File: src/rtl/spi_mem_pkg.sv
// Shared state encoding, frame constants and default widths for the SPI-slave memory sequencer.
package spi_mem_pkg;

    localparam int   DEF_ADDR_W = 7;
    localparam int   DEF_DATA_W = 8;
    localparam logic RW_READ    = 1'b1;

    typedef enum logic [2:0] {
        IDLE,
        GET_CMD,
        READ_WAIT,
        READ_LOAD,
        READ_SHIFT,
        WRITE_GET,
        WRITE_PULSE,
        DONE
    } state_t;

    function automatic int max_int(input int a, input int b);
        return (a > b) ? a : b;
    endfunction

endpackage

File: src/rtl/spi_shift_reg.sv
// Shift register with clear, parallel load, serial-in shift-left and MSB tap.
module spi_shift_reg #(
    parameter int W = 8
) (
    input  logic         clk,
    input  logic         reset,
    input  logic         i_clr,
    input  logic         i_load,
    input  logic [W-1:0] i_load_val,
    input  logic         i_shift,
    input  logic         i_sin,
    output logic [W-1:0] o_q,
    output logic         o_msb
);

    logic [W-1:0] r_q;

    always_ff @(posedge clk or posedge reset) begin
        if (reset) begin
            r_q <= '0;
        end else if (i_clr) begin
            r_q <= '0;
        end else if (i_load) begin
            r_q <= i_load_val;
        end else if (i_shift) begin
            r_q <= {r_q[W-2:0], i_sin};
        end
    end

    assign o_q   = r_q;
    assign o_msb = r_q[W-1];

endmodule

File: src/rtl/spi_mem_ctrl.sv
// SPI-slave sequencer: command frame -> one memory write or one serialised read.
// Define SPI_MEM_BURST_EN to continue with auto-incremented addresses while cs_n stays low.
module spi_mem_ctrl
    import spi_mem_pkg::*;
#(
    parameter int ADDR_W = DEF_ADDR_W,
    parameter int DATA_W = DEF_DATA_W
) (
    input  logic              clk,
    input  logic              reset,
    input  logic              cs_n,
    input  logic              sclk_rise,
    input  logic              sclk_fall,
    input  logic              mosi,
    input  logic [DATA_W-1:0] mem_dout,
    output logic [ADDR_W-1:0] mem_addr,
    output logic [DATA_W-1:0] mem_din,
    output logic              mem_we,
    output logic              miso,
    output logic              miso_oe,
    output logic              busy
);

    // rx only needs the bits that precede the final (live) mosi bit of a field
    localparam int RX_W  = max_int(ADDR_W, DATA_W - 1);
    localparam int CNT_W = $clog2(max_int(ADDR_W + 1, DATA_W) + 1);

    state_t            r_state, w_state_next;
    logic [CNT_W-1:0]  r_cnt, w_cnt_next;
    logic [ADDR_W-1:0] r_addr, w_addr_next;
    logic [DATA_W-1:0] r_din, w_din_next;
    logic              r_oe, w_oe_next;
    logic              w_rx_clr, w_rx_shift, w_tx_load, w_tx_shift;
    logic [RX_W-1:0]   w_rx_q;
    logic              w_rx_msb;
    logic [DATA_W-1:0] w_tx_q;
    logic              w_tx_msb;
    logic              w_unused;

    spi_shift_reg #(.W(RX_W)) u_rx (
        .clk        (clk),
        .reset      (reset),
        .i_clr      (w_rx_clr),
        .i_load     (1'b0),
        .i_load_val ('0),
        .i_shift    (w_rx_shift),
        .i_sin      (mosi),
        .o_q        (w_rx_q),
        .o_msb      (w_rx_msb)
    );

    spi_shift_reg #(.W(DATA_W)) u_tx (
        .clk        (clk),
        .reset      (reset),
        .i_clr      (1'b0),
        .i_load     (w_tx_load),
        .i_load_val (mem_dout),
        .i_shift    (w_tx_shift),
        .i_sin      (1'b0),
        .o_q        (w_tx_q),
        .o_msb      (w_tx_msb)
    );

    assign w_unused = ^{w_rx_msb, w_tx_q};

    always_ff @(posedge clk or posedge reset) begin
        if (reset) begin
            r_state <= IDLE;
            r_cnt   <= '0;
            r_addr  <= '0;
            r_din   <= '0;
            r_oe    <= 1'b0;
        end else begin
            r_state <= w_state_next;
            r_cnt   <= w_cnt_next;
            r_addr  <= w_addr_next;
            r_din   <= w_din_next;
            r_oe    <= w_oe_next;
        end
    end

    always_comb begin
        w_state_next = r_state;
        w_cnt_next   = r_cnt;
        w_addr_next  = r_addr;
        w_din_next   = r_din;
        w_oe_next    = r_oe;
        w_rx_clr     = 1'b0;
        w_rx_shift   = 1'b0;
        w_tx_load    = 1'b0;
        w_tx_shift   = 1'b0;

        case (r_state)
            IDLE: begin
                w_cnt_next = '0;
                w_rx_clr   = 1'b1;
                w_oe_next  = 1'b0;
                if (!cs_n) w_state_next = GET_CMD;
            end
            GET_CMD: begin
                if (sclk_rise) begin
                    w_rx_shift = 1'b1;
                    w_cnt_next = r_cnt + CNT_W'(1);
                    // on the R/W rise, mosi itself is the direction bit
                    if (r_cnt == CNT_W'(ADDR_W)) begin
                        w_addr_next  = w_rx_q[ADDR_W-1:0];
                        w_cnt_next   = '0;
                        w_state_next = (mosi == RW_READ) ? READ_WAIT : WRITE_GET;
                    end
                end
            end
            READ_WAIT: w_state_next = READ_LOAD;
            READ_LOAD: begin
                w_tx_load    = 1'b1;
                w_oe_next    = 1'b1;
                w_state_next = READ_SHIFT;
            end
            READ_SHIFT: begin
                // the fall right after the R/W rise must keep the freshly loaded MSB
                if (sclk_fall && (r_cnt != '0)) w_tx_shift = 1'b1;
                if (sclk_rise) begin
                    w_cnt_next = r_cnt + CNT_W'(1);
                    if (r_cnt == CNT_W'(DATA_W - 1)) begin
                        w_cnt_next = '0;
`ifdef SPI_MEM_BURST_EN
                        w_addr_next  = r_addr + ADDR_W'(1);
                        w_state_next = READ_WAIT;
`else
                        w_oe_next    = 1'b0;
                        w_state_next = DONE;
`endif
                    end
                end
            end
            WRITE_GET: begin
                if (sclk_rise) begin
                    w_rx_shift = 1'b1;
                    w_cnt_next = r_cnt + CNT_W'(1);
                    if (r_cnt == CNT_W'(DATA_W - 1)) begin
                        w_cnt_next   = '0;
                        w_din_next   = {w_rx_q[DATA_W-2:0], mosi};
                        w_state_next = WRITE_PULSE;
                    end
                end
            end
            WRITE_PULSE: begin
                if (cs_n) begin
                    w_state_next = IDLE;
                end else begin
`ifdef SPI_MEM_BURST_EN
                    w_addr_next  = r_addr + ADDR_W'(1);
                    w_state_next = WRITE_GET;
`else
                    w_state_next = DONE;
`endif
                end
            end
            DONE: w_state_next = DONE;
            default: w_state_next = IDLE;
        endcase

        // deselect aborts everything except a write that is already committing
        if (cs_n && (r_state != WRITE_PULSE)) begin
            w_state_next = IDLE;
            w_cnt_next   = '0;
            w_addr_next  = r_addr;
            w_din_next   = r_din;
            w_oe_next    = 1'b0;
            w_rx_shift   = 1'b0;
            w_tx_load    = 1'b0;
            w_tx_shift   = 1'b0;
        end
    end

    assign mem_addr = r_addr;
    assign mem_din  = r_din;
    assign mem_we   = (r_state == WRITE_PULSE);
    assign miso_oe  = r_oe;
    assign miso     = r_oe & w_tx_msb;
    assign busy     = (r_state != IDLE);

endmodule

File: config.mk
export PLATFORM = sky130hd
export DESIGN_NAME = spi_mem_ctrl
export DESIGN_NICKNAME = d
export VERILOG_FILES = /design/src/rtl/spi_mem_pkg.sv /design/src/rtl/spi_shift_reg.sv /design/src/rtl/spi_mem_ctrl.sv
export SDC_FILE = /design/constraint.sdc
export NUM_CORES = 1
export LEC_CHECK = 0
export CAP_MARGIN = 20
export CORE_ASPECT_RATIO = 0.6
export CORE_MARGIN = 4
export CORE_UTILIZATION = 50
export DETAILED_ROUTE_END_ITERATION = 10
export PLACE_DENSITY_LB_ADDON = 0.3
export SLEW_MARGIN = 20
export SYNTH_ARGS = -nofsm -noshare
export SYNTH_HDL_FRONTEND = slang
export SYNTH_SLANG_ARGS = --single-unit
File: constraint.sdc
create_clock -name clk -period 1.9 [get_ports clk]
set_clock_uncertainty 0.05 [all_clocks]
set_input_delay 0.38 -clock clk [delete_from_list [all_inputs] [get_ports clk]]
set_output_delay 0.38 -clock clk [all_outputs]
set_load 0.01 [all_outputs]
# [Word level (Yosys, flattened, before mapping)]
# Cells that the tools add are included.
[totals] word_cells=75 out_inout_bits=19 ff_bits=38
[op_classes] bitwise=2 reduce_logical=16 mux=32 n_addsub=1 eq_ne=17
[op_table] cell="$mux 3" count=10
[op_table] cell="$ne 3x3->1 const B" count=8
[op_table] cell="$pmux 3 s8" count=1
[op_table] cell="$mux 8" count=2
[op_table] cell="$mux 7" count=2
[op_table] cell="$eq 3x3->1 const B" count=4
[op_table] cell="$mux 1" count=12
[op_table] cell="$mux 4" count=3
[op_table] cell="$pmux 4 s2" count=1
[op_table] cell="$reduce_and 4->1" count=2
[op_table] cell="$reduce_bool 4->1" count=2
[op_table] cell="$reduce_and 7->1" count=1
[op_table] cell="$eq 3x2->1 const B" count=2
[op_table] cell="$reduce_bool 3->1" count=2
[op_table] cell="$add 4x1->4 const B" count=1
[op_table] cell="$eq 4x3->1 const B" count=1
[op_table] cell="$reduce_bool 2->1" count=2
[op_table] cell="$eq 3x1->1 const B" count=1
[op_table] cell="$logic_not 3->1" count=1
[op_table] cell="$ne 3x1->1 const B" count=1
[op_table] cell="$pmux 1 s3" count=1
[op_table] cell="$reduce_and 3->1" count=1
[op_table] cell="$reduce_or 3->1" count=1
[op_table] cell="$logic_and 1x1->1" count=2
[op_table] cell="4 further kinds" count=4

# [Depth between registers and ports, before layout]
# Gate-level depths: netlist (run 1).
[logic_depth] ltp_word=7 depth_mapped=6 mapped_depth_nobuf=6

# [Cells and area by module]
# A second synthesis (run 1) with hierarchy kept.
[hier_totals] cells_unflattened=172 hier_area_um2=1995.7
[by_module_without_submodules] mod="spi_mem_ctrl" n_inst=1 area_per_inst_um2=1207.4 cells_each=103
[by_module_without_submodules] mod="spi_shift_reg at u_tx" n_inst=1 area_per_inst_um2=420.4 cells_each=37
[by_module_without_submodules] mod="spi_shift_reg at u_rx" n_inst=1 area_per_inst_um2=367.9 cells_each=32

# [Least setup slack after synthesis (run 1)]
# OpenSTA, ideal clock, no wires.
[synth_path] path_kind="register to output" from="register r_state[2]" to="output busy" required_ns=1.470 t_arrival_ns=1.293 stages_incl_launch_ff=4 path_slack_ns=0.177 cell_sequence="dfrtp_1 clkbuf_1 nor3_1 inv_1"
[synth_via] elab_chain_cells=1
[synth_rtl] element="start: declaration" line_no="spi_mem_ctrl.sv:28" rtl="state_t r_state, w_state_next;"
[synth_rtl] element="start signal: assignment" line_no="spi_mem_ctrl.sv:74" rtl="r_state <= w_state_next;"
[synth_rtl] element="$reduce_bool 3->1" line_no="spi_mem_ctrl.sv:180" rtl="assign busy = (r_state != IDLE);"
[synth_rtl] element="end: declaration" line_no="spi_mem_ctrl.sv:21" rtl="output logic busy"
# Every way passes these cells.

# [Worst setup path in the final report (run 1)]
[layout_path] from="register r_oe (netlist: miso_oe)" to="output miso"
[layout_via] elab_chain_cells=1
[layout_rtl] element="start: declaration" line_no="spi_mem_ctrl.sv:32" rtl="logic r_oe, w_oe_next;"
[layout_rtl] element="start signal: assignment" line_no="spi_mem_ctrl.sv:78" rtl="r_oe <= w_oe_next;"
[layout_rtl] element="$and 1x1->1" line_no="spi_mem_ctrl.sv:179" rtl="assign miso = r_oe & w_tx_msb;"
[layout_rtl] element="end: declaration" line_no="spi_mem_ctrl.sv:19" rtl="output logic miso,"
# Every way passes these cells.

==> flow_summary_export.csv, run 1 <==
group,metric,value,unit
critical_path,cpLargestDelayFamily,"buffers and inverters",
placement,place_congestion,0.895,
critical_path,crit_fanout,4,
min_path,worstHoldStart,"mem_din[0]",
timing,rsz0062_at_grt,"no",
timing,fin_hold_ws,0.446,ns
layout,drive_above_1_share,0.201,
floorplanning,die_w,85.1,um
timing,max_freq,565,MHz
global_route,grt_start_max_net_pins,39,
floorplanning,rows,16,
clock_tree,cts_max_path_buffers,2,
pwr,finalPower,1.48,mW
global_route,overflow,0,
synth,postSynthCellCount,157,
placement,place_area,0.00226,sq mm
timing,post-route-period-util,0.932,
timing,maxSlewViolCount,0,
route,ant_nets,0,
layout,finalInstanceArea,0.00234,sq mm
timing,hold_violations,0,
route,viasPerCell,5.53,
critical_path,r2r_start,"r_state[1]",
min_path,hold_path_end,"mem_din[0]",
synth,synthTopCellsByArea,"dfrtp_1 53%, mux2_2 8.8%, mux2i_1 8.4%",
critical_path,reg2regPathDepth,6,
timing,relSlewSlack,0.692,
layout,fill_cells,226,
clock_tree,clk_latency,0.28,ns
synth,syn-cell-area,0.00178,sq mm
timing,finalSetupViolations,0,
placement,portBuffers,32,
critical_path,critical_path_required,1.47,ns
critical_path,cp-end-kind,"output pin",
route,drc,0,
layout,areaGrowthSynthToFinish,31.5,%
pwr,leakage,1.09,nW
clock_tree,cts_root_buf,"clkbuf_8",
synth,synth_top_area_share,0.533,
synth,synth.largest_area_cell,"dfrtp_1",
critical_path,crit_type,"reg -> out",
layout,final_common_cell,"dfrtp_1",
critical_path,path_cells,"and2_1 > clkdlybuf4s50_1",
route,wl_per_cell,15.4,um
min_path,worstHoldPathCells,2,
route,num_vias,1376,
clock_tree,clk_pin_slew_worst_paths,0.07,ns
floorplanning,num_io_pins,33,
global_route,antenna_found_initial,0,
layout,num-nets-final,221,
min_path,hp-class,"reg -> reg",
timing,post-route-min-period,1.77,ns
floorplanning,die_area,0.00462,sq mm
layout,final_cell_mix,"38 x dfrtp_1, 30 x clkdlybuf4s50_1, 17 x nor2_1, 15 x mux2i_1, 15 x buf_4",
route,wl,3830,um
critical_path,regToRegSetupSlack,0.15,ns
critical_path,critical_path_arrival,1.34,ns
floorplanning,initial_core_util,0.533,
pwr,p_per_area,629,mW/mm^2
critical_path,reg2reg_to,"mem_addr[4]",
layout,antenna_cells,0,
clock_tree,h-tree-depth,2,
synth,avgSynthCellArea,11.4,sq um
floorplanning,fp.coreArea,0.00334,sq mm
synth,synth_nets,173,
clock_tree,tritoncts.num_buffers,5,
timing,worstMarginPinSlew,0.463,ns
placement,place_hpwl,2850,um
timing,setup_tns,0,ns
clock_tree,cts_tree,"built",
critical_path,slowest_delay,0.53,ns
synth,ys_seq_area_frac,0.533,
clock_tree,clock-sinks,38,
flow_run,maxCapViolCount,0,
global_route,grt_pass1_vias,1337,
synth,synth-seq-cells,38,
route,drt_iter0_markers,76,
clock_tree,cts_setup_buffers,0,
synth,synth_cell_type_count,37,
synth,yosysWarnings,0,
global_route,grt_pass1_wl,6150,um
critical_path,slowest_stage,"clkdlybuf4s50_1",
critical_path,cp-start-kind,"register",
outcome,status,"complete, no violations",
critical_path,cp_num_buf_inv,1,
pwr,ir_drop,0.000336,V
global_route,grt_usage,0.180,
floorplanning,dieHeight,54.3,um
route,first_pass_iters,4,
[cells in the mapped netlist (all sizes together)]
library cell / number
and4b: 1
and3b: 1
mux2i: 15
o2111ai: 1
xnor2: 1
a21o: 3
and3: 1
o211ai: 2
a21oi: 11
a31oi: 1
nand3b: 1
nor4: 1
inv: 9
nand2: 4
dfrtp: 38
nor3b: 4
a311oi: 1
nand4b: 1
clkbuf: 4
mux2: 14
and2: 1
nand3: 3
o21ai: 6
o2bb2ai: 1
and4bb: 1
o22ai: 1
nand4: 1
buf: 3
ha: 2
nor3: 2
nor2: 18
nand2b: 1
o221ai: 2
nor2b: 1
[kinds of logic (layout without fill, tap and decap cells)]
group / after synthesis / after routing / synth area share
fa+ha+maj: 2 / 2 / 0.0140
flops: 38 / 38 / 0.533
compound gates: 29 / 29 / 0.100
simple gates: 42 / 42 / 0.138
mux: 29 / 29 / 0.173
buf+inv: 16 / 63 / 0.0372
xor+xnor: 1 / 1 / 0.00491
[what timing repair did]
item	4_1_cts	5_1_grt
hold buffers	0	0
resized for setup	3	0
setup endpoints to repair	2	0
[metrics by stage]
| step | setup slack, ns | instances | utilization |
|---|---|---|---|
| floorplan | 0.177 | 157 | - |
| global placement | -0.0528 | 243 | 0.676 |
| detailed placement | -0.0690 | 243 | 0.676 |
| CTS | 0.114 | 249 | 0.701 |
| global route | 0.0662 | 249 | 0.701 |
| finish | 0.129 | 249 | 0.701 |
[power by group]
group	switching [mW]	total (mW)	internal, mW	leakage [nW]
Combinational	0.0548	0.110	0.0553	0.519
Sequential	0.00946	0.832	0.823	0.523
Clock	0.254	0.533	0.280	0.0431
[tightest hold or removal path: cells and delay by family, from the launching register on]
| family | cells | cell delay [ns] |
|---|---|---|
| AO/OA/AOI/OAI | 1 | 0.05 |
| flip-flops | 1 | 0.36 |
| AND/OR/NAND/NOR | 1 | 0.05 |
[state kept, by name, summed over array words and instances, names as in the netlist]
register,count
miso_oe,1
r_state,3
mem_addr,7
u_tx.o_q,8
r_cnt,4
u_rx.o_q,7
mem_din,8
[metal layers]
layer	vias to the layer above	global-route usage	part of all wire
li1	657	-	-
met1	677	0.250	0.49
met2	38	0.258	0.43
met3	4	0.0556	0.069
met4	0	0.0868	0.011
met5	-	0	0
[cell type report]
type                            count  area [sq um]  area share
Clock buffer                        6          82.6      0.0352
Multi-Input combinational cell    103           771       0.329
Tap cell                           45          56.3      0.0240
Sequential cell                    38           951       0.406
Timing Repair Buffer               48           450       0.192
Inverter                            9          33.8      0.0144
[worst max-delay path by stage]
stage                    start           to  depth (start not counted)
floorplan           r_state[2]         busy                          3
global placement     sclk_rise  mem_addr[3]                          6
detailed placement   sclk_rise  mem_addr[0]                          6
CTS                    miso_oe         miso                          2
global route          r_cnt[0]  mem_addr[3]                          6
finish                 miso_oe         miso                          2
Power figures use the tool's default switching activity.
==> inputs of run 2 (changes only) <==
--- a/config.mk
+++ b/config.mk
@@ -8,9 +8,11 @@
 export CAP_MARGIN = 20
 export CORE_ASPECT_RATIO = 0.6
 export CORE_MARGIN = 4
-export CORE_UTILIZATION = 50
+export CORE_UTILIZATION = 35
 export DETAILED_ROUTE_END_ITERATION = 10
+export DONT_BUFFER_PORTS = 1
 export PLACE_DENSITY_LB_ADDON = 0.3
+export RECOVER_POWER = 100
 export SLEW_MARGIN = 20
 export SYNTH_ARGS = -nofsm -noshare
 export SYNTH_HDL_FRONTEND = slang
==> flow_summary_export.csv, run 2 (same netlist as run 1, synthesis figures left out) <==
group,metric,value,unit
pwr,leakage,0.948,nW
timing,fin_hold_ws,0.0892,ns
pwr,ir_drop,0.000368,V
route,num_vias,1239,
layout,num-nets-final,182,
route,wl_met2,1780,um
layout,drive_above_1_share,0.210,
clock_tree,cts_root_buf,"clkbuf_8",
pwr,p_sw,0.355,mW
critical_path,path_cells,"ha_1 > and3b_1 > nand2_1 > nor2_4 > mux2_2",
global_route,grt_pass1_vias,1193,
critical_path,crit_type,"reg -> reg",
placement,place_hpwl,2730,um
timing,hold_violations,0,
layout,utilization,0.430,
global_route,antenna_found_initial,0,
critical_path,crit_fanout,7,
critical_path,cp-start-kind,"register",
route,top_layer,"met4",
clock_tree,clk_pin_slew_worst_paths,0.08,ns
timing,setup_tns,0,ns
layout,areaGrowthSynthToFinish,14.6,%
clock_tree,cts_max_path_buffers,2,
route,wl,3760,um
route,drt_iter0_markers,63,
timing,post-route-min-period,1.79,ns
clock_tree,cts_tree,"built",
global_route,grt_start_max_net_pins,39,
critical_path,r2r_start,"r_cnt[0]",
layout,finalNonFillerCells,230,
floorplanning,num_io_pins,33,
pwr,internal-power,1.37,mW
critical_path,slowest_stage,"dfrtp_1",
layout,finalInstanceArea,0.00204,sq mm
floorplanning,die_w,100,um
route,met3_length,220,um
critical_path,startpoint,"r_cnt[0]",
pwr,combPwrFrac,0.040,
placement,dp.cells,220,
timing,relSlewSlack,0.382,
floorplanning,rows,19,
outcome,status,"complete, no violations",
layout,final_cell_mix,"38 x dfrtp_1, 17 x nor2_1, 15 x mux2i_1, 14 x mux2_2, 11 x a21oi_1",
critical_path,critical_path_arrival,1.93,ns
placement,portBuffers,0,
timing,post-route-period-util,0.942,
floorplanning,die_area,0.00634,sq mm
min_path,hp-class,"in -> reg",
pwr,p_per_area,846,mW/mm^2
pwr,p_sw_frac,0.205,
route,drc,0,
timing,maxSlewViolCount,0,
floorplanning,initial_core_util,0.375,
placement,place_area,0.00188,sq mm
clock_tree,tritoncts.num_buffers,5,
clock_tree,clock-sinks,38,
pwr,p_clk_frac,0.478,
critical_path,slowest_delay,0.42,ns
floorplanning,dieHeight,63.3,um
global_route,grt_pass1_wl,6220,um
route,first_pass_iters,4,
route,viasPerCell,5.39,
floorplanning,fp.coreArea,0.00475,sq mm
critical_path,critical_path_required,2.04,ns
timing,finalSetupViolations,0,
layout,final_common_cell,"dfrtp_1",
pwr,power_frac_seq,0.482,
flow_run,maxCapViolCount,0,
global_route,overflow,0,
route,ant_nets,0,
clock_tree,h-tree-depth,2,
layout,antenna_cells,0,
timing,worstMarginPinSlew,0.927,ns
route,wl_per_cell,16.3,um
timing,max_freq,559,MHz
min_path,worstHoldStart,"cs_n",
critical_path,cp-end-kind,"register",
route,wl_met1,1670,um
global_route,grt_usage,0.126,
clock_tree,clk_latency,0.30,ns
placement,place_congestion,0.798,
timing,rsz0062_at_grt,"no",
==> run 2: path summary, 6_finish.rpt <==
check	slack (ns)	cells after the start	end
setup / recovery	0.11	5	mem_addr[2]
hold / removal	0.09	1	r_state[2]
setup reg to reg	0.11	5	mem_addr[2]
hold reg to reg	0.49	1	mem_addr[6]
max in group asynchronous	1.03	2	mem_din[6]
min in group asynchronous	0.20	2	mem_din[1]
==> run 2: power groups by stage <==
stage	Clock, mW	Sequential (mW)	Combinational [mW]
floorplan	0	0.845	0.0567
global placement	0	0.847	0.0680
detailed placement	0	0.849	0.0723
CTS	0.836	0.833	0.0727
global route	0.881	0.835	0.0812
finish	0.825	0.833	0.0700
==> run 2: final cells by class <==
type	count	area (sq um)
Clock inverter	3	68.8
Timing Repair Buffer	9	61.3
Multi-Input combinational cell	103	781
Sequential cell	38	951
Inverter	9	33.8
Clock buffer	5	68.8
Fill cell	439	2710
Tap cell	63	78.8
==> run 2: repair_timing <==
item | CTS | global route
hold buffers | 0 | 0
setup buffers | 2 | 0
pin swaps | 1 | 0
endpoints found under the setup margin | 2 | 8
resized for setup | 1 | 2
==> run 2: worst max-delay path, delay by kind of cell, from the launching register on <==
kind / cells / cell delay (ns)
simple gates: 3 / 0.60
flops: 1 / 0.42
mux: 1 / 0.37
fa+ha+maj: 1 / 0.25
==> run 2: layer usage <==
metal,global-route usage,vias to the layer above
met5,0,-
met4,0.0555,0
met3,0.0507,9
met2,0.182,26
met1,0.166,623
li1,-,581
==> run 2: per-stage QoR <==
step           setup slack (ns)  power, mW
2_1_floorplan             0.177      0.901
3_3_place_gp             0.0815      0.915
3_5_place_dp           -0.00171      0.921
4_1_cts                  0.0134       1.74
5_1_grt                 0.00119       1.80
6_report                  0.110       1.73
